### src/rtl/toy_trap_csr.sv
// toy_trap_csr: machine-mode trap CSR sequencer.
//
// Takes a trap request from the retire unit and steps through a four-state
// sequence (IDLE -> CAPTURE -> COMMIT -> ACK). On the way it latches the trap
// payload, works out the handler address and updates mepc/mcause/mtval and
// mstatus.MIE/MPIE. In IDLE it also performs the mret restore. It holds the
// software-visible copies of the M-mode trap CSRs.
//
// Optional feature: define TOY_TRAP_VECTORED_EN to make mtvec.MODE[0]
// writable. With MODE=1, interrupts then vector to base + 4*cause[30:0].
// Without it, MODE reads 0 and every trap goes to the base.
//
// Reset is synchronous and active-high.
module toy_trap_csr #(
  parameter int                   REG_WIDTH   = 32,
  parameter int                   ADDR_WIDTH  = 32,
  parameter logic [REG_WIDTH-1:0] MTVEC_RESET = '0
) (
  input  logic                  clk,
  input  logic                  rst,
  // trap port from the retire unit
  input  logic                  trap_vld,
  input  logic [ADDR_WIDTH-1:0] trap_pc,
  input  logic [31:0]           trap_cause,
  input  logic [ADDR_WIDTH-1:0] trap_extra_info,
  input  logic                  trap_indebug,
  output logic                  trap_rdy,
  input  logic                  mret_en,
  // software CSR access
  input  logic                  csr_wr_en,
  input  logic [11:0]           csr_wr_addr,
  input  logic [REG_WIDTH-1:0]  csr_wr_data,
  input  logic [11:0]           csr_rd_addr,
  output logic [REG_WIDTH-1:0]  csr_rd_data,
  // live CSR values
  output logic [REG_WIDTH-1:0]  csr_mtvec,
  output logic [REG_WIDTH-1:0]  csr_mepc,
  output logic [REG_WIDTH-1:0]  csr_mcause,
  output logic [REG_WIDTH-1:0]  csr_mtval,
  output logic                  mstatus_mie,
  output logic [ADDR_WIDTH-1:0] trap_target_pc,
  output logic                  trap_busy
);

  localparam logic [11:0] ADDR_MSTATUS  = 12'h300;
  localparam logic [11:0] ADDR_MTVEC    = 12'h305;
  localparam logic [11:0] ADDR_MSCRATCH = 12'h340;
  localparam logic [11:0] ADDR_MEPC     = 12'h341;
  localparam logic [11:0] ADDR_MCAUSE   = 12'h342;
  localparam logic [11:0] ADDR_MTVAL    = 12'h343;

  typedef enum logic [1:0] {
    ST_IDLE    = 2'd0,
    ST_CAPTURE = 2'd1,
    ST_COMMIT  = 2'd2,
    ST_ACK     = 2'd3
  } state_t;

  // mtvec is WARL: MODE[1] is never writable, and MODE[0] is writable only
  // when vectored mode is built in.
  function automatic logic [REG_WIDTH-1:0] mtvec_warl(input logic [REG_WIDTH-1:0] v);
`ifdef TOY_TRAP_VECTORED_EN
    return v & ~REG_WIDTH'(2);
`else
    return v & ~REG_WIDTH'(3);
`endif
  endfunction

  state_t                r_state;
  state_t                w_state_nxt;

  // trap payload latched on acceptance so the sequence can finish even if
  // trap_vld drops early
  logic [ADDR_WIDTH-1:0] r_pc;
  logic [31:0]           r_cause;
  logic [ADDR_WIDTH-1:0] r_tval;

  logic [REG_WIDTH-1:0]  r_mtvec;
  logic [REG_WIDTH-1:0]  r_mscratch;
  logic [REG_WIDTH-1:0]  r_mepc;
  logic [REG_WIDTH-1:0]  r_mcause;
  logic [REG_WIDTH-1:0]  r_mtval;
  logic                  r_mie;
  logic                  r_mpie;
  logic [ADDR_WIDTH-1:0] r_target_pc;

  logic                  w_accept;
  logic                  w_commit;
  logic                  w_mret;
  logic                  w_wr_mstatus;
  logic                  w_wr_mtvec;
  logic                  w_wr_mscratch;
  logic                  w_wr_mepc;
  logic                  w_wr_mcause;
  logic                  w_wr_mtval;
  logic [ADDR_WIDTH-1:0] w_base;
  logic [ADDR_WIDTH-1:0] w_target;

  // State register for the trap sequencer
  always_ff @(posedge clk) begin
    // NOTE: sequential state always uses non-blocking assignments so every
    // register samples the pre-edge values of the others.
    if (rst) r_state <= ST_IDLE;
    else     r_state <= w_state_nxt;
  end

  // Next-state logic: a debug-mode trap skips straight to the acknowledge
  always_comb begin
    // NOTE: default first, so no path leaves w_state_nxt unassigned (no latch).
    w_state_nxt = r_state;
    unique case (r_state)
      ST_IDLE:    if (trap_vld) w_state_nxt = trap_indebug ? ST_ACK : ST_CAPTURE;
      ST_CAPTURE: w_state_nxt = ST_COMMIT;
      ST_COMMIT:  w_state_nxt = ST_ACK;
      ST_ACK:     w_state_nxt = ST_IDLE;
      default:    w_state_nxt = ST_IDLE;
    endcase
  end

  // Sequencer events and software write decode
  always_comb begin
    w_accept      = (r_state == ST_IDLE) && trap_vld && !trap_indebug;
    w_commit      = (r_state == ST_COMMIT);
    // a trap in the same IDLE cycle takes priority and the mret is dropped
    w_mret        = (r_state == ST_IDLE) && mret_en && !trap_vld;
    w_wr_mstatus  = csr_wr_en && (csr_wr_addr == ADDR_MSTATUS);
    w_wr_mtvec    = csr_wr_en && (csr_wr_addr == ADDR_MTVEC);
    w_wr_mscratch = csr_wr_en && (csr_wr_addr == ADDR_MSCRATCH);
    w_wr_mepc     = csr_wr_en && (csr_wr_addr == ADDR_MEPC);
    w_wr_mcause   = csr_wr_en && (csr_wr_addr == ADDR_MCAUSE);
    w_wr_mtval    = csr_wr_en && (csr_wr_addr == ADDR_MTVAL);
  end

  // Handler address: base is mtvec with the MODE bits cleared
  always_comb begin
    w_base   = r_mtvec[ADDR_WIDTH-1:0] & ~ADDR_WIDTH'(3);
    w_target = w_base;
`ifdef TOY_TRAP_VECTORED_EN
    // vectored interrupts only; the offset wraps modulo 2^ADDR_WIDTH
    if (r_mtvec[0] && r_cause[31])
      w_target = w_base + ADDR_WIDTH'({r_cause[30:0], 2'b00});
`endif
  end

  // Latch the trap payload on acceptance and the handler address in CAPTURE
  always_ff @(posedge clk) begin
    if (rst) begin
      r_pc        <= '0;
      r_cause     <= '0;
      r_tval      <= '0;
      r_target_pc <= '0;
    end else begin
      if (w_accept) begin
        r_pc    <= trap_pc;
        r_cause <= trap_cause;
        r_tval  <= trap_extra_info;
      end
      if (r_state == ST_CAPTURE) r_target_pc <= w_target;
    end
  end

  // mtvec and mscratch: software writes always apply
  always_ff @(posedge clk) begin
    if (rst) begin
      r_mtvec    <= mtvec_warl(MTVEC_RESET);
      r_mscratch <= '0;
    end else begin
      if (w_wr_mtvec)    r_mtvec    <= mtvec_warl(csr_wr_data);
      if (w_wr_mscratch) r_mscratch <= csr_wr_data;
    end
  end

  // Trap-updated CSRs: the COMMIT update beats a same-cycle software write
  always_ff @(posedge clk) begin
    if (rst) begin
      r_mepc   <= '0;
      r_mcause <= '0;
      r_mtval  <= '0;
      r_mie    <= 1'b0;
      r_mpie   <= 1'b0;
    end else if (w_commit) begin
      r_mepc   <= REG_WIDTH'(r_pc) & ~REG_WIDTH'(3);
      r_mcause <= REG_WIDTH'(r_cause);
      r_mtval  <= REG_WIDTH'(r_tval);
      r_mpie   <= r_mie;
      r_mie    <= 1'b0;
    end else begin
      if (w_wr_mepc)   r_mepc   <= csr_wr_data & ~REG_WIDTH'(3);
      if (w_wr_mcause) r_mcause <= csr_wr_data;
      if (w_wr_mtval)  r_mtval  <= csr_wr_data;
      // mret is a retire-side event and takes priority over a same-cycle
      // software mstatus write
      if (w_mret) begin
        r_mie  <= r_mpie;
        r_mpie <= 1'b1;
      end else if (w_wr_mstatus) begin
        r_mie  <= csr_wr_data[3];
        r_mpie <= csr_wr_data[7];
      end
    end
  end

  // Combinational CSR read port; unmapped addresses read zero
  always_comb begin
    csr_rd_data = '0;
    unique case (csr_rd_addr)
      ADDR_MSTATUS:  csr_rd_data = REG_WIDTH'({r_mpie, 3'b000, r_mie, 3'b000});
      ADDR_MTVEC:    csr_rd_data = r_mtvec;
      ADDR_MSCRATCH: csr_rd_data = r_mscratch;
      ADDR_MEPC:     csr_rd_data = r_mepc;
      ADDR_MCAUSE:   csr_rd_data = r_mcause;
      ADDR_MTVAL:    csr_rd_data = r_mtval;
      default:       csr_rd_data = '0;
    endcase
  end

  assign trap_rdy       = (r_state == ST_ACK);
  assign trap_busy      = (r_state != ST_IDLE);
  assign trap_target_pc = r_target_pc;
  assign csr_mtvec      = r_mtvec;
  assign csr_mepc       = r_mepc;
  assign csr_mcause     = r_mcause;
  assign csr_mtval      = r_mtval;
  assign mstatus_mie    = r_mie;

endmodule

### config.mk
export PLATFORM = sky130hd
export DESIGN_NAME = toy_trap_csr
export DESIGN_NICKNAME = d
export VERILOG_FILES = /design/src/rtl/toy_trap_csr.sv
export SDC_FILE = /design/constraint.sdc
export NUM_CORES = 1
export LEC_CHECK = 0
export ABC_AREA = 1
export CORE_MARGIN = 10
export CORE_UTILIZATION = 52
export CTS_CLUSTER_SIZE = 40
export DETAILED_ROUTE_END_ITERATION = 10
export PLACE_DENSITY = 0.89
export SLEW_MARGIN = 30
export SYNTH_ARGS = -nofsm -noshare
export SYNTH_HDL_FRONTEND = slang
export SYNTH_SLANG_ARGS = --single-unit
### constraint.sdc
create_clock -name clk -period 2.61 [get_ports clk]
set_input_delay 0.261 -clock clk [delete_from_list [all_inputs] [get_ports clk]]
set_output_delay 0.261 -clock clk [all_outputs]
set_load 0.02 [all_outputs]
== Yosys cells after proc, flatten, opt, wreduce, memory -nomap -nowiden ==
Cells that the tools add are included.
Storage, ports and cells
  flip-flop bits (word level): 286
  bits of input ports: 158
  output and inout bits: 195
  logic and storage cells: 63
Operators by class
  equal/unequal tests: 16
  multiplexer cells: 15
  reductions and logical operators: 20
Operators with widths (count)
  $mux W32: 6
  $pmux W32 S6: 1
  $eq A12 B10 Y1 const B: 12
  $logic_and A1 B1 Y1: 10
  $reduce_bool A2 Y1: 5
  $pmux W2 S4: 1
  $mux W1: 5
  $eq A2 B2 Y1 const B: 2
  $mux W2: 2
  $reduce_bool A3 Y1: 1
  $eq A2 B1 Y1 const B: 1
  $logic_not A1 Y1: 2
  $logic_not A2 Y1: 1
  $ne A2 B2 Y1 const B: 1
  $reduce_or A2 Y1: 1

== Depth between registers and ports, before layout ==
Gate-level depths: netlist of run 1.
  depth after elaboration: 5
  mapped depth: 10
  mapped depth without buffers: 9

== Worst setup path before layout of run 1 ==
Ideal clock, no wire load.
  path type: input-to-output
  start: input port csr_rd_addr[3]
  end: output port csr_rd_data[0]
  arrival time: 1408 ps
  required time: 2349 ps
  path slack: 941 ps
  cell stages on the path: 6
  buffers on the path: 1
  path through: inv_1 > nand2_1 > nor3_2 > nand2_1 > clkbuf_1 > o211ai_1
On the way
  word-level cells in the longest chain between the ends: 2
  elaborated cells on any way between the ends: 7
  classes of those cells: 6 x eq/ne; 1 x mux
Ends and longest elaborated chain
  from (decl): line 33  | input logic [11:0] csr_rd_addr,
  $eq A12 B10 Y1: line 206  | unique case (csr_rd_addr)
  $pmux W32 S6 (*): line 206
  to (decl): line 34  | output logic [REG_WIDTH-1:0] csr_rd_data,
Every way passes the cells marked *; elsewhere a longest branch is shown, timed or not.

== Worst setup path after layout of run 1 ==
  start: input port csr_rd_addr[3]
  end: output port csr_rd_data[17]
Same word-level chain as after synthesis.

==> load_flow_metrics.sql, run 1 <==
INSERT INTO impl_metrics (metric_group, metric, value, unit) VALUES
('status', 'status', 'finished clean', ''),
('layout', 'n_fill_cell', '1921', ''),
('placement', 'place_worst_setup_slack', '-164.5', 'ps'),
('timing', 'hold_ws', '233.9', 'ps'),
('synth', 'synthesis.area_per_instance', '6.796', 'um^2'),
('die', 'initial_core_util', '0.5308', ''),
('layout', 'nets', '2299', ''),
('power', 'total_power', '14070', 'uW'),
('clock_network', 'postCtsSetupBuffers', '0', ''),
('timing', 'finalMaxSlewViolations', '0', ''),
('clock_network', 'cts_htree_levels', '1', ''),
('setup_path', 'critPathMaxFanout', '10', ''),
('route', 'drt-wirelength-per-cell', '21.04', 'um'),
('layout', 'utilization', '0.7377', ''),
('die', 'die_w', '175.0', 'um'),
('synth', 'post_synth_instance_area', '12500', 'um^2'),
('synth', 'ys_dominant_reg_cell', 'sky130_fd_sc_hd__dfxtp_1', ''),
('timing', 'timing.final.ws_setup', '50.70', 'ps'),
('timing', 'unrepaired_setup_endpoints_after_global_routing', 'no', ''),
('clock_network', 'cts.hold.buffers_added', '0', ''),
('timing', 'finalCritPeriodShare', '0.9806', ''),
('setup_path', 'critPathArrivalTime', '2300', 'ps'),
('die', 'floorplan.die_area', '30630', 'um^2'),
('timing', 'fin_tns_setup', '0', 'ps'),
('synth', 'netlist-cell-type-count', '31', ''),
('setup_path', 'start_kind', 'primary input', ''),
('grt', 'first_global_vias', '12968', ''),
('timing', 'worst-slew-pin-transition', '788.2', 'ps'),
('route', 'count_of_vias_placed_by_the_detailed_router', '13953', ''),
('clock_network', 'numClockSinks', '284', ''),
('synth', 'ys_seq_elements', '284', ''),
('layout', 'area_growth', '38.97', '%'),
('power', 'ir_drop', '0.0005919', 'V'),
('synth', 'synthArstFlopShare', '0', ''),
('power', 'power.static_leakage', '0.007108', 'uW'),
('clock_network', 'clock_tree.buffer_depth', '3', ''),
('die', 'placementRows', '56', ''),
('route', 'detailedRoute.firstPassIterationCount', '6', ''),
('clock_network', 'clk_pin_slew_worst_paths', '60', 'ps'),
('setup_path', 'critPathRequiredTime', '2350', 'ps'),
('die', 'boundaryPins', '353', ''),
('grt', 'grt_use_total', '0.3202', ''),
('timing', 'final_period_minus_worst_setup_slack', '2559', 'ps'),
('route', 'viasPerCell', '5.631', ''),
('synth', 'yosys-top-cells-area', 'sky130_fd_sc_hd__dfxtp_1, sky130_fd_sc_hd__nand2_1, sky130_fd_sc_hd__o21ai_0', ''),
('timing', 'relSlewSlack', '0.4745', ''),
('placement', 'placement.io_buffers', '344', ''),
('route', 'remaining_drc_errors', '0', ''),
('hold_path', 'hp-class', 'primary input to flop', ''),
('grt', 'antenna_violations_before_repair', '1', ''),
('clock_network', 'clock-root-buffer', 'sky130_fd_sc_hd__clkbuf_16', ''),
('timing', 'max_freq', '390.7', 'MHz'),
('setup_path', 'classification_of_the_worst_setup_path', 'primary input to primary output', ''),
('route', 'drt_iter0_drc', '1868', ''),
('clock_network', 'tritoncts.num_buffers', '30', ''),
('die', 'core_area', '23540', 'um^2'),
('synth', 'synth_top_cell_by_area', 'sky130_fd_sc_hd__dfxtp_1', ''),
('timing', 'fin_worst_skew', '20.32', 'ps'),
('route', 'ant_nets', '0', ''),
('die', 'die_height', '175.0', 'um'),
('flow_run', 'maxCapViolations', '0', ''),
('grt', 'grt_first_pass_wirelength', '78160', 'um'),
('clock_network', 'tritoncts_clock_tree', 'done', ''),
('synth', 'synth-seq-area-share', '0.4549', ''),
('synth', 'synth_enable_flop_cells', '0', ''),
('setup_path', 'cp-end-kind', 'primary output', ''),
('route', 'detail_route.wirelength', '52130', 'um'),
('placement', 'dp_hpwl', '38740', 'um'),
('power', 'power-per-cell-area', '810.1', 'nW/um^2'),
('timing', 'report.final.setup_viol', '0', ''),
('timing', 'hold_violation_count_in_the_final_report', '0', ''),
('grt', 'grt_max_degree', '99', ''),
('layout', 'layout-drive-gt1-share', '0.06302', ''),
('synth', 'synthesis.instances', '1839', ''),
('grt', 'total_grt_overflow', '0', ''),
('clock_network', 'worst_skew_pair.late_latency', '570', 'ps'),
('synth', 'post-synth-top-area-fraction', '0.4549', ''),
('synth', 'synth-warning-count', '0', ''),
('placement', 'gp_congestion', '1.020', '');
final timing paths:
path | start | endpoint | slack (ps) | cells past startpoint
worst max-delay path | csr_rd_addr[3] | csr_rd_data[17] | 50 | 11
worst min-delay path | rst | r_mscratch[12] | 230 | 4
worst max register to register | r_state[0] | r_tval[13] | 590 | 8
worst min register to register | r_mscratch[22] | r_mscratch[22] | 450 | 2
synth_stat cells, types with 2 or more instances:
| cell | n |
|---|---|
| sky130_fd_sc_hd__buf_1 | 7 |
| sky130_fd_sc_hd__o211ai_1 | 2 |
| sky130_fd_sc_hd__o21ai_0 | 226 |
| sky130_fd_sc_hd__clkbuf_1 | 103 |
| sky130_fd_sc_hd__nor2_2 | 3 |
| sky130_fd_sc_hd__nor2_1 | 263 |
| sky130_fd_sc_hd__nand2_1 | 385 |
| sky130_fd_sc_hd__inv_1 | 122 |
| sky130_fd_sc_hd__a21oi_1 | 200 |
| sky130_fd_sc_hd__nor3_1 | 4 |
| sky130_fd_sc_hd__inv_2 | 4 |
| sky130_fd_sc_hd__buf_4 | 12 |
| sky130_fd_sc_hd__dfxtp_1 | 284 |
| sky130_fd_sc_hd__ha_1 | 5 |
| sky130_fd_sc_hd__o21ai_1 | 11 |
| sky130_fd_sc_hd__buf_2 | 14 |
| sky130_fd_sc_hd__nor3_4 | 2 |
| sky130_fd_sc_hd__nand3_1 | 179 |
kinds of logic after synthesis:
logic type | share of synthesized area
other | 0.0003001
DFF | 0.4549
buffers and inverters | 0.08560
muxes | 0.0008010
adders and majority gates | 0.005006
AOI/OAI and AO/OA | 0.1767
and+or+nand+nor | 0.2766
metrics by stage:
step / instance area [um^2] / std cells
after floorplan: 12520 / 1844
after global placement: 16320 / 2423
after detailed placement: 16320 / 2423
after CTS: 17360 / 2477
after global routing: 17370 / 2478
final: 17370 / 2478
what timing repair did:
action                                  CTS  global route
endpoints found under the setup margin   27            12
gates resized for setup                  28             8
cloned                                    0             0
routing by layer:
layer,vias to the layer above,track usage,wire length [um]
li1,6549,-,-
met1,6505,0.4384,21600
met2,810,0.4967,23540
met3,89,0.07070,5514
met4,0,0.08866,1480
met5,-,0,0
area by class of cell:
cell class,instances,area (um^2),share of cell area
Antenna cell,1,2.502,0.0001441
Clock buffer,39,864.6,0.04978
Clock inverter,15,205.2,0.01182
Inverter,128,491.7,0.02831
Multi-Input combinational cell,1295,5791,0.3334
Sequential cell,284,5685,0.3274
Tap cell,319,399.1,0.02298
Timing Repair Buffer,397,3928,0.2262
flip-flops by register name (all words and copies together), names as in the netlist:
signal	flops
csr_mcause	32
csr_mtval	32
r_cause	32
r_mscratch	32
r_tval	32
csr_mepc	30
csr_mtvec	30
r_pc	30
trap_target_pc	30
r_state	2
mstatus_mie	1
r_mpie	1
cell usage in the layout (no fill, tap or decap), types with 4 or more instances in the layout:
cell type,synthesis,routed
sky130_fd_sc_hd__nor2_1,263,261
sky130_fd_sc_hd__nand2_1,385,384
sky130_fd_sc_hd__a21oi_1,200,200
sky130_fd_sc_hd__o21ai_1,11,11
sky130_fd_sc_hd__clkbuf_16,0,30
sky130_fd_sc_hd__buf_12,0,11
sky130_fd_sc_hd__dfxtp_1,284,284
sky130_fd_sc_hd__inv_1,122,122
sky130_fd_sc_hd__nor2_2,3,4
sky130_fd_sc_hd__bufinv_16,0,4
sky130_fd_sc_hd__o21ai_0,226,226
sky130_fd_sc_hd__ha_1,5,4
sky130_fd_sc_hd__clkdlybuf4s50_1,0,311
sky130_fd_sc_hd__dlygate4sd2_1,0,22
sky130_fd_sc_hd__clkbuf_8,0,8
sky130_fd_sc_hd__nand3_1,179,178
sky130_fd_sc_hd__conb_1,1,6
sky130_fd_sc_hd__buf_4,12,46
sky130_fd_sc_hd__clkinv_2,0,9
worst max-delay path, cell delays in order:
cell                              delay, ps
sky130_fd_sc_hd__clkdlybuf4s50_1        470
sky130_fd_sc_hd__inv_1                  120
sky130_fd_sc_hd__nand2_1                120
sky130_fd_sc_hd__buf_4                  180
sky130_fd_sc_hd__nor3_4                 180
sky130_fd_sc_hd__buf_4                  230
sky130_fd_sc_hd__nand3_1                 90
sky130_fd_sc_hd__o21ai_1                110
sky130_fd_sc_hd__inv_1                   60
sky130_fd_sc_hd__nand2_1                110
sky130_fd_sc_hd__dlygate4sd2_1          350
where the power goes:
part | internal [uW] | switching (uW) | total [uW]
clock network | 2730 | 1810 | 4530
registers | 4960 | 528 | 5490
logic | 1530 | 2510 | 4040
Note: power is estimated with default switching activity, not from simulation.
==> run 2: changes to the inputs <==
- CORE_MARGIN: 10 -> 3
- CORE_UTILIZATION: 52 -> 48
- PLACE_DENSITY: 0.89 -> 0.83
- clock period: 2.61 -> 2.4 ns (I/O delays scaled with it)
==> run 2 against run 1 <==
Compared with the run above:
- first-iteration DRC count is 2.0% lower
- clock-buffer cell count is 5 higher
- sequential power increased by 9.5%
- utilization fell by 5.8 points
- clock power rose by 4.6%
- global-route usage rose by 2.0 points
- via count down 0.27%
- critical endpoint unchanged
==> load_flow_metrics.sql, run 2 (synthesis results as in run 1) <==
INSERT INTO impl_metrics (metric_group, metric, value, unit) VALUES
('grt', 'antenna_violations_before_repair', '0', ''),
('power', 'seqPwrFrac', '0.399', ''),
('grt', 'grt_use_total', '0.3404', ''),
('timing', 'worst-slew-pin-transition', '773.3', 'ps'),
('power', 'netSwitchingPower', '5206', 'uW'),
('placement', 'placement.io_buffers', '344', ''),
('hold_path', 'hold_path_cells', '4', ''),
('hold_path', 'hp-class', 'primary input to flop', ''),
('timing', 'relSlewSlack', '0.4845', ''),
('timing', 'finalMaxSlewViolations', '0', ''),
('setup_path', 'critical_path.cell_chain', 'clkdlybuf4s50_1, inv_1, nand2_1, buf_4, nor3_4, nand2_4, buf_4, nor2_2, nor2_1, nand2_1, clkdlybuf4s15_2', ''),
('die', 'die_w', '167.4', 'um'),
('layout', 'layout.cell_area.non_filler', '17270', 'um^2'),
('grt', 'first_global_vias', '12685', ''),
('setup_path', 'rr_startpoint', 'r_state[0]', ''),
('clock_network', 'worst_skew_pair.late_latency', '560', 'ps'),
('setup_path', 'worst_path_largest_cell_delay', '470', 'ps'),
('timing', 'finalCritPeriodShare', '0.9606', ''),
('setup_path', 'classification_of_the_worst_setup_path', 'primary input to primary output', ''),
('power', 'net_switching_fraction_of_the_power', '0.3453', ''),
('die', 'floorplan.die_area', '28010', 'um^2'),
('clock_network', 'clk_pin_slew_worst_paths', '60', 'ps'),
('power', 'power-per-cell-area', '873.2', 'nW/um^2'),
('grt', 'grt_max_degree', '96', ''),
('clock_network', 'clock_tree.buffer_depth', '3', ''),
('power', 'power.internal', '9872', 'uW'),
('route', 'count_of_vias_placed_by_the_detailed_router', '13916', ''),
('route', 'detailedRoute.firstPassIterationCount', '5', ''),
('timing', 'final_period_minus_worst_setup_slack', '2305', 'ps'),
('grt', 'total_grt_overflow', '0', ''),
('grt', 'grt_first_pass_wirelength', '75450', 'um'),
('setup_path', 'critPathRequiredTime', '2160', 'ps'),
('power', 'power.static_leakage', '0.007028', 'uW'),
('setup_path', 'critPathArrivalTime', '2070', 'ps'),
('route', 'remaining_drc_errors', '0', ''),
('hold_path', 'timing.hold.worst_endpoint', 'r_mscratch[0]', ''),
('setup_path', 'start_kind', 'primary input', ''),
('die', 'placementRows', '58', ''),
('setup_path', 'critPathMaxFanout', '6', ''),
('hold_path', 'worst_hold_startpoint', 'rst', ''),
('placement', 'gp_congestion', '1.075', ''),
('clock_network', 'clock-root-buffer', 'sky130_fd_sc_hd__clkbuf_16', ''),
('placement', 'dp_hpwl', '37200', 'um'),
('layout', 'area_growth', '38.18', '%'),
('setup_path', 'crit-reg2reg-capture', 'r_tval[27]', ''),
('route', 'ant_nets', '0', ''),
('timing', 'hold_violation_count_in_the_final_report', '0', ''),
('route', 'drt_iter0_drc', '1830', ''),
('die', 'core_area', '25400', 'um^2'),
('setup_path', 'timing.critical_path.slowest_stage_cell', 'sky130_fd_sc_hd__clkdlybuf4s50_1', ''),
('status', 'status', 'finished clean', ''),
('clock_network', 'tritoncts.num_buffers', '30', ''),
('clock_network', 'tritoncts_clock_tree', 'done', ''),
('timing', 'max_freq', '433.8', 'MHz'),
('setup_path', 'worst-r2r-setup-slack', '390', 'ps'),
('layout', 'layout-drive-gt1-share', '0.07806', ''),
('route', 'drt-wirelength-per-cell', '20.06', 'um'),
('timing', 'unrepaired_setup_endpoints_after_global_routing', 'no', ''),
('timing', 'report.final.setup_viol', '0', ''),
('layout', 'nets', '2304', ''),
('flow_run', 'maxCapViolations', '0', ''),
('layout', 'layout_commonest_cell', 'sky130_fd_sc_hd__nand2_1', ''),
('die', 'initial_core_util', '0.4920', ''),
('timing', 'fin_worst_skew', '19.42', 'ps'),
('setup_path', 'ff2ff_path_depth', '8', ''),
('power', 'share_clk_of_total_power', '0.314', ''),
('power', 'combPwrFrac', '0.287', ''),
('die', 'die_height', '167.4', 'um'),
('layout', 'commonest_non_fill_non_tap_cells_in_the_layout', 'sky130_fd_sc_hd__nand2_1, sky130_fd_sc_hd__clkdlybuf4s50_1, sky130_fd_sc_hd__dfxtp_1', ''),
('layout', 'utilization', '0.6799', ''),
('route', 'viasPerCell', '5.578', ''),
('power', 'ir_drop', '0.0007319', 'V'),
('placement', 'placedInstanceArea', '16350', 'um^2'),
('layout', 'diodes', '0', ''),
('die', 'boundaryPins', '353', ''),
('route', 'detail_route.wirelength', '50050', 'um'),
('clock_network', 'numClockSinks', '284', ''),
('clock_network', 'cts_htree_levels', '1', ''),
('layout', 'n_fill_cell', '2176', ''),
('setup_path', 'cp-end-kind', 'primary output', '');
-- run 2: cell count changes in the layout (fill, tap and decap cells not counted), sizes merged --
cell	before	now
buf	59	65
bufinv	4	2
clkbuf	41	69
clkdlybuf4s15	3	1
clkinv	10	11
clkinvlp	2	0
diode	1	0
dlygate4sd2	22	0
-- run 2: power groups by stage --
| stage | sequential, uW | clock, uW | combinational [uW] |
|---|---|---|---|
| 2_1_floorplan | 6330 | 0 | 1870 |
| 3_3_place_gp | 6070 | 0 | 4180 |
| 3_5_place_dp | 6090 | 0 | 4250 |
| 4_1_cts | 5990 | 4760 | 4280 |
| 5_1_grt | 6070 | 4950 | 4680 |
| 6_report | 6010 | 4740 | 4330 |
-- run 2: area by class of cell --
type                    count  area [um^2]  area share
inverters                 128        491.7     0.02848
well taps                 330        412.9     0.02391
clock inverters            12        121.4    0.007028
clock buffers              44        894.6     0.05181
repair buffers            402         3850      0.2230
multi-input cells        1295         5812      0.3366
flip-flops and latches    284         5685      0.3293
-- run 2: worst max-delay path by stage --
| stage | start | to | slack, ps | cells past startpoint |
|---|---|---|---|---|
| after floorplan | csr_rd_addr[3] | csr_rd_data[0] | 770 | 6 |
| after global placement | csr_rd_addr[11] | csr_rd_data[10] | -420 | 10 |
| after detailed placement | csr_rd_addr[10] | csr_rd_data[10] | -440 | 10 |
| after CTS | csr_rd_addr[2] | csr_rd_data[0] | 3 | 10 |
| after global routing | csr_rd_addr[5] | csr_rd_data[17] | 5 | 11 |
| final | csr_rd_addr[2] | csr_rd_data[17] | 90 | 11 |
-- run 2: worst max-delay path: cells and delay by family --
family,cells,cell delay (ps)
buffers and inverters,5,1180
and+or+nand+nor,6,640
-- run 2: per-layer routing --
layer  share of wire  routed length, um  up-vias  global-route usage
met5               0                  0        -                   0
li1                -                  -     6551                   -
met1            0.42              21180     6405              0.5036
met2            0.44              21850      878              0.5150
met4           0.027               1363        0             0.09321
met3            0.11               5665       82             0.05760
-- run 2: through the flow --
stage	total power, uW	TNS [ps]	instances	setup WS [ps]	hold slack (ps)
after global routing	15700	0	2495	5.013	276.2
after global placement	10250	-8551	2438	-418.5	432.3
after detailed placement	10330	-9063	2438	-444.6	438.0
final	15080	0	2495	94.68	233.9
after CTS	15040	0	2494	3.245	205.8
after floorplan	8197	0	1844	773.0	374.9
-- run 2: timing repair --
action,4_1_cts,5_1_grt
buffers inserted,0,1
pin swaps,2,1
gates resized for setup,56,57
endpoints found under the setup margin,31,31
hold buffers,0,0
